==> src/rtl/axi4l_reg_slave.sv <==
// axi4l_reg_slave: AXI4-Lite slave that terminates the bus in a bank of N_REGS
// memory-mapped registers. Independent write (AW/W/B) and read (AR/R) channels,
// byte strobes, OKAY/SLVERR responses, and read-only slots sourced from hw_rd_i.
// DATA_WIDTH must be 32 or 64; N_REGS must be at least 2.
module axi4l_reg_slave #(
    parameter int unsigned       DATA_WIDTH = 32,
    parameter int unsigned       ADDR_WIDTH = 32,
    parameter int unsigned       N_REGS     = 16,
    parameter logic [N_REGS-1:0] RO_MASK    = '0
) (
    input  logic                         ACLK,
    input  logic                         ARESETN,
    // write address channel
    input  logic [ADDR_WIDTH-1:0]        AWADDR,
    input  logic [2:0]                   AWPROT,
    input  logic                         AWVALID,
    output logic                         AWREADY,
    // write data channel
    input  logic [DATA_WIDTH-1:0]        WDATA,
    input  logic [DATA_WIDTH/8-1:0]      WSTRB,
    input  logic                         WVALID,
    output logic                         WREADY,
    // write response channel
    output logic [1:0]                   BRESP,
    output logic                         BVALID,
    input  logic                         BREADY,
    // read address channel
    input  logic [ADDR_WIDTH-1:0]        ARADDR,
    input  logic [2:0]                   ARPROT,
    input  logic                         ARVALID,
    output logic                         ARREADY,
    // read data channel
    output logic [DATA_WIDTH-1:0]        RDATA,
    output logic [1:0]                   RRESP,
    output logic                         RVALID,
    input  logic                         RREADY,
    // register-bank side
    input  logic [N_REGS*DATA_WIDTH-1:0] hw_rd_i,
    output logic [N_REGS*DATA_WIDTH-1:0] reg_q_o,
    output logic [N_REGS-1:0]            reg_wr_o
);

    localparam int unsigned STRB_W    = DATA_WIDTH / 8;
    localparam int unsigned BYTE_BITS = $clog2(STRB_W);
    localparam int unsigned IDX_BITS  = $clog2(N_REGS);
    // One past the last mapped byte; one bit wider than the address so the
    // comparison cannot wrap for any ADDR_WIDTH.
    localparam logic [ADDR_WIDTH:0] MAP_LIMIT = (ADDR_WIDTH + 1)'(N_REGS * STRB_W);

    localparam logic [1:0] RESP_OKAY   = 2'b00;
    localparam logic [1:0] RESP_SLVERR = 2'b10;

    typedef enum logic {
        W_IDLE,
        W_RESP
    } w_state_e;

    typedef enum logic {
        R_IDLE,
        R_DATA
    } r_state_e;

    typedef logic [IDX_BITS-1:0]   idx_t;
    typedef logic [DATA_WIDTH-1:0] word_t;

    // ------------------------------------------------------------------
    // Address decode helpers
    // ------------------------------------------------------------------
    function automatic logic addr_in_range(input logic [ADDR_WIDTH-1:0] addr);
        return ({1'b0, addr} < MAP_LIMIT);
    endfunction

    // Word index; the byte-offset bits below it are ignored.
    function automatic idx_t addr_idx(input logic [ADDR_WIDTH-1:0] addr);
        return addr[BYTE_BITS +: IDX_BITS];
    endfunction

    // ------------------------------------------------------------------
    // Write channel state
    // ------------------------------------------------------------------
    w_state_e              w_state_q, w_state_d;
    logic                  awready_q, awready_d;
    logic                  wready_q,  wready_d;
    logic                  aw_done_q, aw_done_d;   // AW beat captured, waiting for W
    logic                  w_done_q,  w_done_d;    // W beat captured, waiting for AW
    logic [ADDR_WIDTH-1:0] awaddr_q,  awaddr_d;
    word_t                 wdata_q,   wdata_d;
    logic [STRB_W-1:0]     wstrb_q,   wstrb_d;
    logic                  bvalid_q,  bvalid_d;
    logic [1:0]            bresp_q,   bresp_d;
    logic [N_REGS-1:0]     reg_wr_q,  reg_wr_d;
    word_t                 regs_q [N_REGS];
    word_t                 regs_d [N_REGS];

    logic                  aw_hs;
    logic                  w_hs;
    logic [ADDR_WIDTH-1:0] wr_addr;
    word_t                 wr_data;
    logic [STRB_W-1:0]     wr_strb;
    idx_t                  wr_idx;
    logic                  wr_ok;

    // ------------------------------------------------------------------
    // Read channel state
    // ------------------------------------------------------------------
    r_state_e              r_state_q, r_state_d;
    logic                  arready_q, arready_d;
    logic                  rvalid_q,  rvalid_d;
    word_t                 rdata_q,   rdata_d;
    logic [1:0]            rresp_q,   rresp_d;

    logic                  ar_hs;
    idx_t                  rd_idx;
    logic                  rd_in_range;

    // Protection attributes carry no meaning for this register bank.
    logic                  unused_prot;
    assign unused_prot = ^{AWPROT, ARPROT};

    assign aw_hs = AWVALID && awready_q;
    assign w_hs  = WVALID  && wready_q;
    assign ar_hs = ARVALID && arready_q;

    // Whichever beat arrived earlier comes from its capture register; the
    // beat completing the pair this cycle comes straight off the bus.
    assign wr_addr = aw_done_q ? awaddr_q : AWADDR;
    assign wr_data = w_done_q  ? wdata_q  : WDATA;
    assign wr_strb = w_done_q  ? wstrb_q  : WSTRB;
    assign wr_idx  = addr_idx(wr_addr);
    assign wr_ok   = addr_in_range(wr_addr) && !RO_MASK[wr_idx];

    assign rd_idx      = addr_idx(ARADDR);
    assign rd_in_range = addr_in_range(ARADDR);

    // Write FSM: collect AW and W in any order, apply the write, then hold B.
    // NOTE: every signal driven here gets a default before the case statement,
    // so no path leaves a value unassigned and no latch is inferred.
    always_comb begin
        w_state_d = w_state_q;
        awready_d = awready_q;
        wready_d  = wready_q;
        aw_done_d = aw_done_q;
        w_done_d  = w_done_q;
        awaddr_d  = awaddr_q;
        wdata_d   = wdata_q;
        wstrb_d   = wstrb_q;
        bvalid_d  = bvalid_q;
        bresp_d   = bresp_q;
        reg_wr_d  = '0;
        regs_d    = regs_q;

        case (w_state_q)
            W_IDLE: begin
                if ((aw_done_q || aw_hs) && (w_done_q || w_hs)) begin
                    // Both halves present: commit and present the response.
                    w_state_d = W_RESP;
                    awready_d = 1'b0;
                    wready_d  = 1'b0;
                    aw_done_d = 1'b0;
                    w_done_d  = 1'b0;
                    bvalid_d  = 1'b1;
                    if (wr_ok) begin
                        bresp_d          = RESP_OKAY;
                        reg_wr_d[wr_idx] = 1'b1;
                        for (int k = 0; k < STRB_W; k++) begin
                            if (wr_strb[k]) begin
                                regs_d[wr_idx][k*8 +: 8] = wr_data[k*8 +: 8];
                            end
                        end
                    end else begin
                        bresp_d = RESP_SLVERR;
                    end
                end else begin
                    // At most one half has arrived; park it and stop
                    // accepting on that channel until its partner shows up.
                    aw_done_d = aw_done_q || aw_hs;
                    w_done_d  = w_done_q  || w_hs;
                    awready_d = !(aw_done_q || aw_hs);
                    wready_d  = !(w_done_q  || w_hs);
                    if (aw_hs) begin
                        awaddr_d = AWADDR;
                    end
                    if (w_hs) begin
                        wdata_d = WDATA;
                        wstrb_d = WSTRB;
                    end
                end
            end

            W_RESP: begin
                if (BREADY) begin
                    w_state_d = W_IDLE;
                    bvalid_d  = 1'b0;
                    awready_d = 1'b1;
                    wready_d  = 1'b1;
                end
            end
        endcase
    end

    // Write-channel and register-bank state registers.
    // NOTE: the bank is built from flops rather than a RAM macro, so it takes
    // the asynchronous reset like any other state element.
    always_ff @(posedge ACLK or negedge ARESETN) begin
        if (!ARESETN) begin
            w_state_q <= W_IDLE;
            awready_q <= 1'b0;
            wready_q  <= 1'b0;
            aw_done_q <= 1'b0;
            w_done_q  <= 1'b0;
            awaddr_q  <= '0;
            wdata_q   <= '0;
            wstrb_q   <= '0;
            bvalid_q  <= 1'b0;
            bresp_q   <= RESP_OKAY;
            reg_wr_q  <= '0;
            regs_q    <= '{default: '0};
        end else begin
            // NOTE: non-blocking assignments so every flop samples the
            // pre-edge values, independent of statement order.
            w_state_q <= w_state_d;
            awready_q <= awready_d;
            wready_q  <= wready_d;
            aw_done_q <= aw_done_d;
            w_done_q  <= w_done_d;
            awaddr_q  <= awaddr_d;
            wdata_q   <= wdata_d;
            wstrb_q   <= wstrb_d;
            bvalid_q  <= bvalid_d;
            bresp_q   <= bresp_d;
            reg_wr_q  <= reg_wr_d;
            regs_q    <= regs_d;
        end
    end

    // Read FSM: accept one address, hold the data beat until RREADY.
    always_comb begin
        r_state_d = r_state_q;
        arready_d = arready_q;
        rvalid_d  = rvalid_q;
        rdata_d   = rdata_q;
        rresp_d   = rresp_q;

        case (r_state_q)
            R_IDLE: begin
                if (ar_hs) begin
                    r_state_d = R_DATA;
                    arready_d = 1'b0;
                    rvalid_d  = 1'b1;
                    // regs_q is the pre-edge value, so a write landing on
                    // the same edge is not visible to this read.
                    if (!rd_in_range) begin
                        rdata_d = '0;
                        rresp_d = RESP_SLVERR;
                    end else if (RO_MASK[rd_idx]) begin
                        rdata_d = hw_rd_i[rd_idx*DATA_WIDTH +: DATA_WIDTH];
                        rresp_d = RESP_OKAY;
                    end else begin
                        rdata_d = regs_q[rd_idx];
                        rresp_d = RESP_OKAY;
                    end
                end else begin
                    // Raises ARREADY on the first edge after reset release.
                    arready_d = 1'b1;
                end
            end

            R_DATA: begin
                if (RREADY) begin
                    r_state_d = R_IDLE;
                    rvalid_d  = 1'b0;
                    arready_d = 1'b1;
                end
            end
        endcase
    end

    // Read-channel state registers.
    always_ff @(posedge ACLK or negedge ARESETN) begin
        if (!ARESETN) begin
            r_state_q <= R_IDLE;
            arready_q <= 1'b0;
            rvalid_q  <= 1'b0;
            rdata_q   <= '0;
            rresp_q   <= RESP_OKAY;
        end else begin
            r_state_q <= r_state_d;
            arready_q <= arready_d;
            rvalid_q  <= rvalid_d;
            rdata_q   <= rdata_d;
            rresp_q   <= rresp_d;
        end
    end

    // Flatten the bank for the consumers; read-only slots are never written
    // and therefore stay zero.
    for (genvar i = 0; i < N_REGS; i++) begin : g_reg_out
        assign reg_q_o[i*DATA_WIDTH +: DATA_WIDTH] = regs_q[i];
    end

    assign AWREADY  = awready_q;
    assign WREADY   = wready_q;
    assign BVALID   = bvalid_q;
    assign BRESP    = bresp_q;
    assign ARREADY  = arready_q;
    assign RVALID   = rvalid_q;
    assign RDATA    = rdata_q;
    assign RRESP    = rresp_q;
    assign reg_wr_o = reg_wr_q;

endmodule

==> config.mk <==
export PLATFORM = sky130hd
export DESIGN_NAME = axi4l_reg_slave
export DESIGN_NICKNAME = d
export VERILOG_FILES = /design/src/rtl/axi4l_reg_slave.sv
export SDC_FILE = /design/constraint.sdc
export NUM_CORES = 1
export LEC_CHECK = 0
export ABC_AREA = 0
export CAP_MARGIN = 40
export CORE_AREA = 2 2 465 467
export CTS_CLUSTER_SIZE = 40
export DETAILED_ROUTE_END_ITERATION = 16
export DIE_AREA = 0 0 467 469
export PLACE_DENSITY = 0.38
export RECOVER_POWER = 100
export REMOVE_ABC_BUFFERS = 1
export SYNTH_ARGS = -nofsm -noshare
export SYNTH_HDL_FRONTEND = slang
export SYNTH_SLANG_ARGS = --single-unit
==> constraint.sdc <==
create_clock -name ACLK -period 7.4 [get_ports ACLK]
set_input_delay 2.22 -clock ACLK [delete_from_list [all_inputs] [get_ports ACLK]]
set_output_delay 2.22 -clock ACLK [all_outputs]
set_load 0.01 [all_outputs]
* Yosys cells after proc, flatten, opt, wreduce, memory -nomap -nowiden
Memory sizes are Yosys's and may differ from the RTL's. Index checks and enable logic that the tools add are counted.
Storage, ports and cells: input bits 625, register bits after elaboration 641, logic and storage cells 135, ROM bits 32, memories kept 2, output and inout port bits 569
Memories:
- (name not given) | words 16, width 1, read ports 1, clocked after memory_dff 0, write ports 0, line 255 | end else if (RO_MASK[rd_idx]) begin
- (name not given) | words 16, width 1, read ports 1, clocked after memory_dff 0, write ports 0, line 130 | assign wr_ok = addr_in_range(wr_addr) && !RO_MASK[wr_idx];
Operators by class: eq/ne operators 4, bitwise gates (word level) 5, shift-type cells 1, mux-type cells 64, reduce and logical (&&, ||, !) cells 19, magnitude comparators 8
Operator list (number):
- 2-to-1 mux 512 bit | 13
- bitwise mux 512 bit | 4
- demux 32 bit (select 4 bit) | 4
- variable part select 512 x 10 -> 32 bit | 1
- 2-to-1 mux 32 bit | 7
- binary-select mux 32 bit (select 4 bit) | 1
- < comparator 32 x 7 -> 1 bit, second input constant | 2
- 2-to-1 mux 16 bit | 4
- 2-to-1 mux 24 bit | 1
- 2-to-1 mux 1 bit | 18
- case mux 1 bit (2 select lines) | 7
- greater-or-equal comparator 5 bit, second input constant | 2
- < comparator 4 x 5 -> 1 bit, second input constant | 2
- NOT 4 -> 5 bit | 2
- AND reduction 3 bit | 3
- 2-to-1 mux 8 bit | 1
- inequality test 2 bit, second input constant | 4
- AND reduction 2 bit | 4
- logical AND 1 bit | 7
- < comparator 5 x 1 -> 1 bit, second input constant | 1
- demux 1 bit (select 4 bit) | 1
- greater-or-equal comparator 4 x 1 -> 1 bit, second input constant | 1
- 2-to-1 mux 2 bit | 2
- 2-to-1 mux 4 bit | 1
- other kinds (3) | 8

* Depth between registers and ports, before layout
depth after elaboration 23, gate-level depth with buffers 7, mapped depth without buffers 5

* Worst setup path before layout
Ideal clock, no wire load.
path type input to register, start point in AWADDR[26], end point reg regs_q, in the netlist reg_q_o[192], data required time 7.275 ns, cell stages on the path 7, slack 3.040 ns, setup time 0.125 ns, data arrival time 4.235 ns, cells stage by stage or4_1 o22a_1 buf_2 buf_4 a2111oi_4 nand2_2 mux2_2
On the way: word-level cells in the longest chain between the ends 4
Ends and longest elaborated chain:
- start, declared | line 14 | input logic [ADDR_WIDTH-1:0] AWADDR,
- 2-to-1 mux 32 bit | line 126 | assign wr_addr = aw_done_q ? awaddr_q : AWADDR;
- < comparator 32 x 7 -> 1 bit | line 70 | return ({1'b0, addr} < MAP_LIMIT);
- logical AND 1 bit | line 130
- AND reduction 3 bit (no line)
- end signal, assigned | line 232 | regs_q <= regs_d;
- end, declared | line 92 | word_t regs_q [N_REGS];
Every way passes these cells. A chain may end at the register's enable or synchronous reset.

* Worst setup path in the final report
start point in AWADDR[26], end point reg regs_q, in the netlist reg_q_o[134]
The elaborated chain is that of the path after synthesis.

==> run_results.csv <==
group,metric,value,unit
setup_path,crit_fanout,16,
detailed_routing,totalWireLength,147,mm
setup_path,start_kind,"primary input",
status,violations,"capacitance limit, slew limit",
detailed_routing,drtAntennaViolNets,0,
finish,final_nets,3162,
clock_network,cts_max_level,3,
detailed_routing,drt_iter0_drc,996,
power,p_leak,0.0197,uW
detailed_routing,first_pass_iters,6,
placement,place_ws,1610,ps
finish,syn_to_final_growth,46.7,%
floorplan,placeableCoreArea,214000,um^2
worst_hold_path,hold_start,"RVALID$_DFFE_PN0P_",
clock_network,path_clk_slew,60,ps
job,maxCapViolCount,12,
detailed_routing,avgViaCountPerCell,3.63,
synthesis,syn_inst,1813,
timing,final_max_slew_viol_count,313,
timing,period_share,83.3,%
grt,overflow,0,
synthesis,ys_warn_count,0,
clock_network,clock_sinks,637,
placement,gp_congestion,0.753,
setup_path,cp-end-kind,"flop",
floorplan,chipHeight,469,um
synthesis,ys_top_cells_by_count,"dfrtp_1, mux2_2, mux4_2, nand2_1, clkbuf_1",
placement,dp_cells,5285,
worst_hold_path,min_to,"RVALID$_DFFE_PN0P_",
timing,clock_skew,45.3,ps
synthesis,yosys.area.top_type,"dfrtp_1",
synthesis,synth_edf_count,0,
timing,fin_ws,1230,ps
synthesis,synthMostInstantiatedCell,"dfrtp_1",
timing,max_slew_margin,-132,%
power,power_density,229,nW/um^2
finish,final_cells,5451,
detailed_routing,wl_per_cell,26.9,um
grt,grt_max_degree,153,
floorplan,die_x,467,um
synthesis,yosysTopAreaCellShare,56.2,%
clock_network,clockBufferDepth,3,
floorplan,die-area,219000,um^2
grt,grt_pass1_vias,21021,
clock_network,clk_latency,730,ps
detailed_routing,drc_errors,0,
synthesis,synth_area_leaders,"dfrtp_1, mux2_2, mux4_2, a22oi_1, nand2_1",
synthesis,async_flop_share,100,%
timing,period_needed,6170,ps
grt,antenna_found_initial,19,
placement,numPortBuffers,669,
floorplan,rows,170,
clock_network,cts_hold_buf,0,
clock_network,cts_tree,"done",
setup_path,r2r_end,"reg_q_o[134]$_DFFE_PN0P_",
status,run_status,"finished, violations left",
setup_path,cp_top_family,"compound AO/OA/AOI/OAI gates",
setup_path,crit_arrival,6750,ps
setup_path,crit_required,7990,ps
setup_path,worst-path-buf-inv,3,
setup_path,reg2reg_slack,2660,ps
placement,dpl.hpwl,111,mm
timing,setup_viol,0,
synthesis,netlist_area,28300,um^2
finish,fillerInstances,23102,
finish,drive_above_1_share,35.4,%
synthesis,synthFlopType,"dfrtp_1",
timing,tns,0,ps
grt,track_usage,13.1,%
synthesis,ys_seq_area_share,56.2,%
synthesis,synth.distinct_cells,41,
setup_path,slowest_delay,1540,ps
timing,clock.fmax,162,MHz
setup_path,regToRegStartpoint,"aw_done_q$_DFFE_PN0N_",
worst_hold_path,hp-class,"flop to flop",
synthesis,ys_ff_latch,637,
floorplan,start_util,13.3,%
timing,tightest_slew,3480,ps
setup_path,rr_worst_depth,8,
detailed_routing,wl_met1,61.1,mm
clock_network,cts_buffers,87,
clock_network,cts_setup_buffers,0,
detailed_routing,wl_met2,66.8,mm
power,peakVddDrop,0.000160,V
detailed_routing,top_layer,"met5",
floorplan,pin_count,1194,
timing,hold_violations,0,
setup_path,crit_type,"primary input to flop",
grt,grt_first_pass_wirelength,196,mm
setup_path,worstPathCellList,"clkdlybuf4s50_1 > or4_1 > o22a_1 > buf_12 > a2111oi_0 > clkbuf_1 > nand2_1 > mux2_2",
clock_network,clock-root-buffer,"clkbuf_16",
detailed_routing,dr_total_vias,19787,
setup_path,crit_slowest_cell,"a2111oi_0",
worst_hold_path,holdPathStages,2,
detailed_routing,met3WireLength,14.5,mm
synthesis,avgSynthCellArea,15.6,um^2
finish,post-route-util,19.4,%
clock_network,cts.repair.resized,0,
timing,grt_setup_unrepaired,"false",
==> sequential cells by signal (all words and copies together) (netlist names), 4 cells and up <==
register and flops:
wstrb_q 4, reg_wr_o 16, RDATA 32, wdata_q 32, awaddr_q 30, reg_q_o 512
==> per-stage QoR <==
step / total power [uW] / instance area, um^2 / hold WS, ps
2_1_floorplan: 4550 / 27900 / 471
3_3_place_gp: 5340 / 38800 / 479
3_5_place_dp: 5380 / 39100 / 469
4_1_cts: 9800 / 42000 / 486
5_1_grt: 9990 / 41600 / 515
6_report: 9510 / 41600 / 475
==> kinds of logic after synthesis <==
kind of cell    Yosys count  share of synthesized area (%)
other cells               1                         0.0132
buf+inv                 114                           1.58
simple gates            185                           3.13
mux                     740                           34.5
flops                   637                           56.2
compound gates          136                           4.55
==> how the worst max path moves through the flow <==
| stage | startpoint | endpoint | slack [ps] | depth (start not counted) |
|---|---|---|---|---|
| 2_1_floorplan | ARVALID | RDATA[0]$_DFFE_PN0P_ | 1480 | 3 |
| 3_3_place_gp | AWADDR[26] | reg_q_o[410]$_DFFE_PN0P_ | 1210 | 6 |
| 3_5_place_dp | AWADDR[23] | reg_q_o[459]$_DFFE_PN0P_ | 1610 | 8 |
| 4_1_cts | AWADDR[23] | reg_q_o[59]$_DFFE_PN0P_ | 2420 | 7 |
| 5_1_grt | AWADDR[26] | reg_q_o[341]$_DFFE_PN0P_ | 1220 | 8 |
| 6_report | AWADDR[26] | reg_q_o[134]$_DFFE_PN0P_ | 1230 | 8 |
==> worst reg2reg max path, cell delays in order, from the launching register on <==
cell       delay (ps)
dfrtp_1           390
buf_4             230
nor4_1            320
nand4_1           260
buf_4             320
a2111oi_0        1570
clkbuf_1          560
nand2_1           530
mux2_2            430
==> report_power, final <==
part / internal, uW / switching [uW] / total [uW]
Sequential: 3690 / 126 / 3820
Combinational: 467 / 931 / 1400
Clock: 2530 / 1760 / 4290
==> cell type report <==
class	instances	area, um^2	area share, %
clock inverters	23	292	0.701
well taps	2838	3550	8.54
diodes	9	22.5	0.0542
clock buffers	133	2560	6.16
inverters	9	33.8	0.0813
multi-input cells	1063	11900	28.6
flip-flops and latches	637	15900	38.4
repair buffers	739	7270	17.5
==> metal layers <==
metal	vias up	global-route usage [%]
met1	10547	16.1
met2	714	20.5
met5	-	0
li1	8356	-
met4	2	4.21
met3	168	5.63
==> cells in the final DEF (no fill, tap or decap), drive strengths merged, types with 3 or more instances in the layout <==
cell / netlist / final
dfrtp: 637 / 637
mux2: 608 / 608
dlygate4sd3: 0 / 571
clkbuf: 78 / 167
mux4: 128 / 128
nand2: 111 / 111
clkdlybuf4s50: 0 / 95
a22oi: 64 / 64
buf: 27 / 39
a22o: 32 / 32
nor2: 28 / 28
a2111oi: 15 / 15
inv: 9 / 13
nor4: 12 / 12
nor3: 11 / 11
clkinv: 0 / 10
diode: 0 / 9
nand3: 6 / 6
a211oi: 6 / 6
clkinvlp: 0 / 5
a21oi: 4 / 4
mux2i: 4 / 4
bufinv: 0 / 4
nand4: 3 / 3
o22a: 3 / 3
o21ai: 3 / 3
Note: power is estimated with default switching activity, not from simulation.
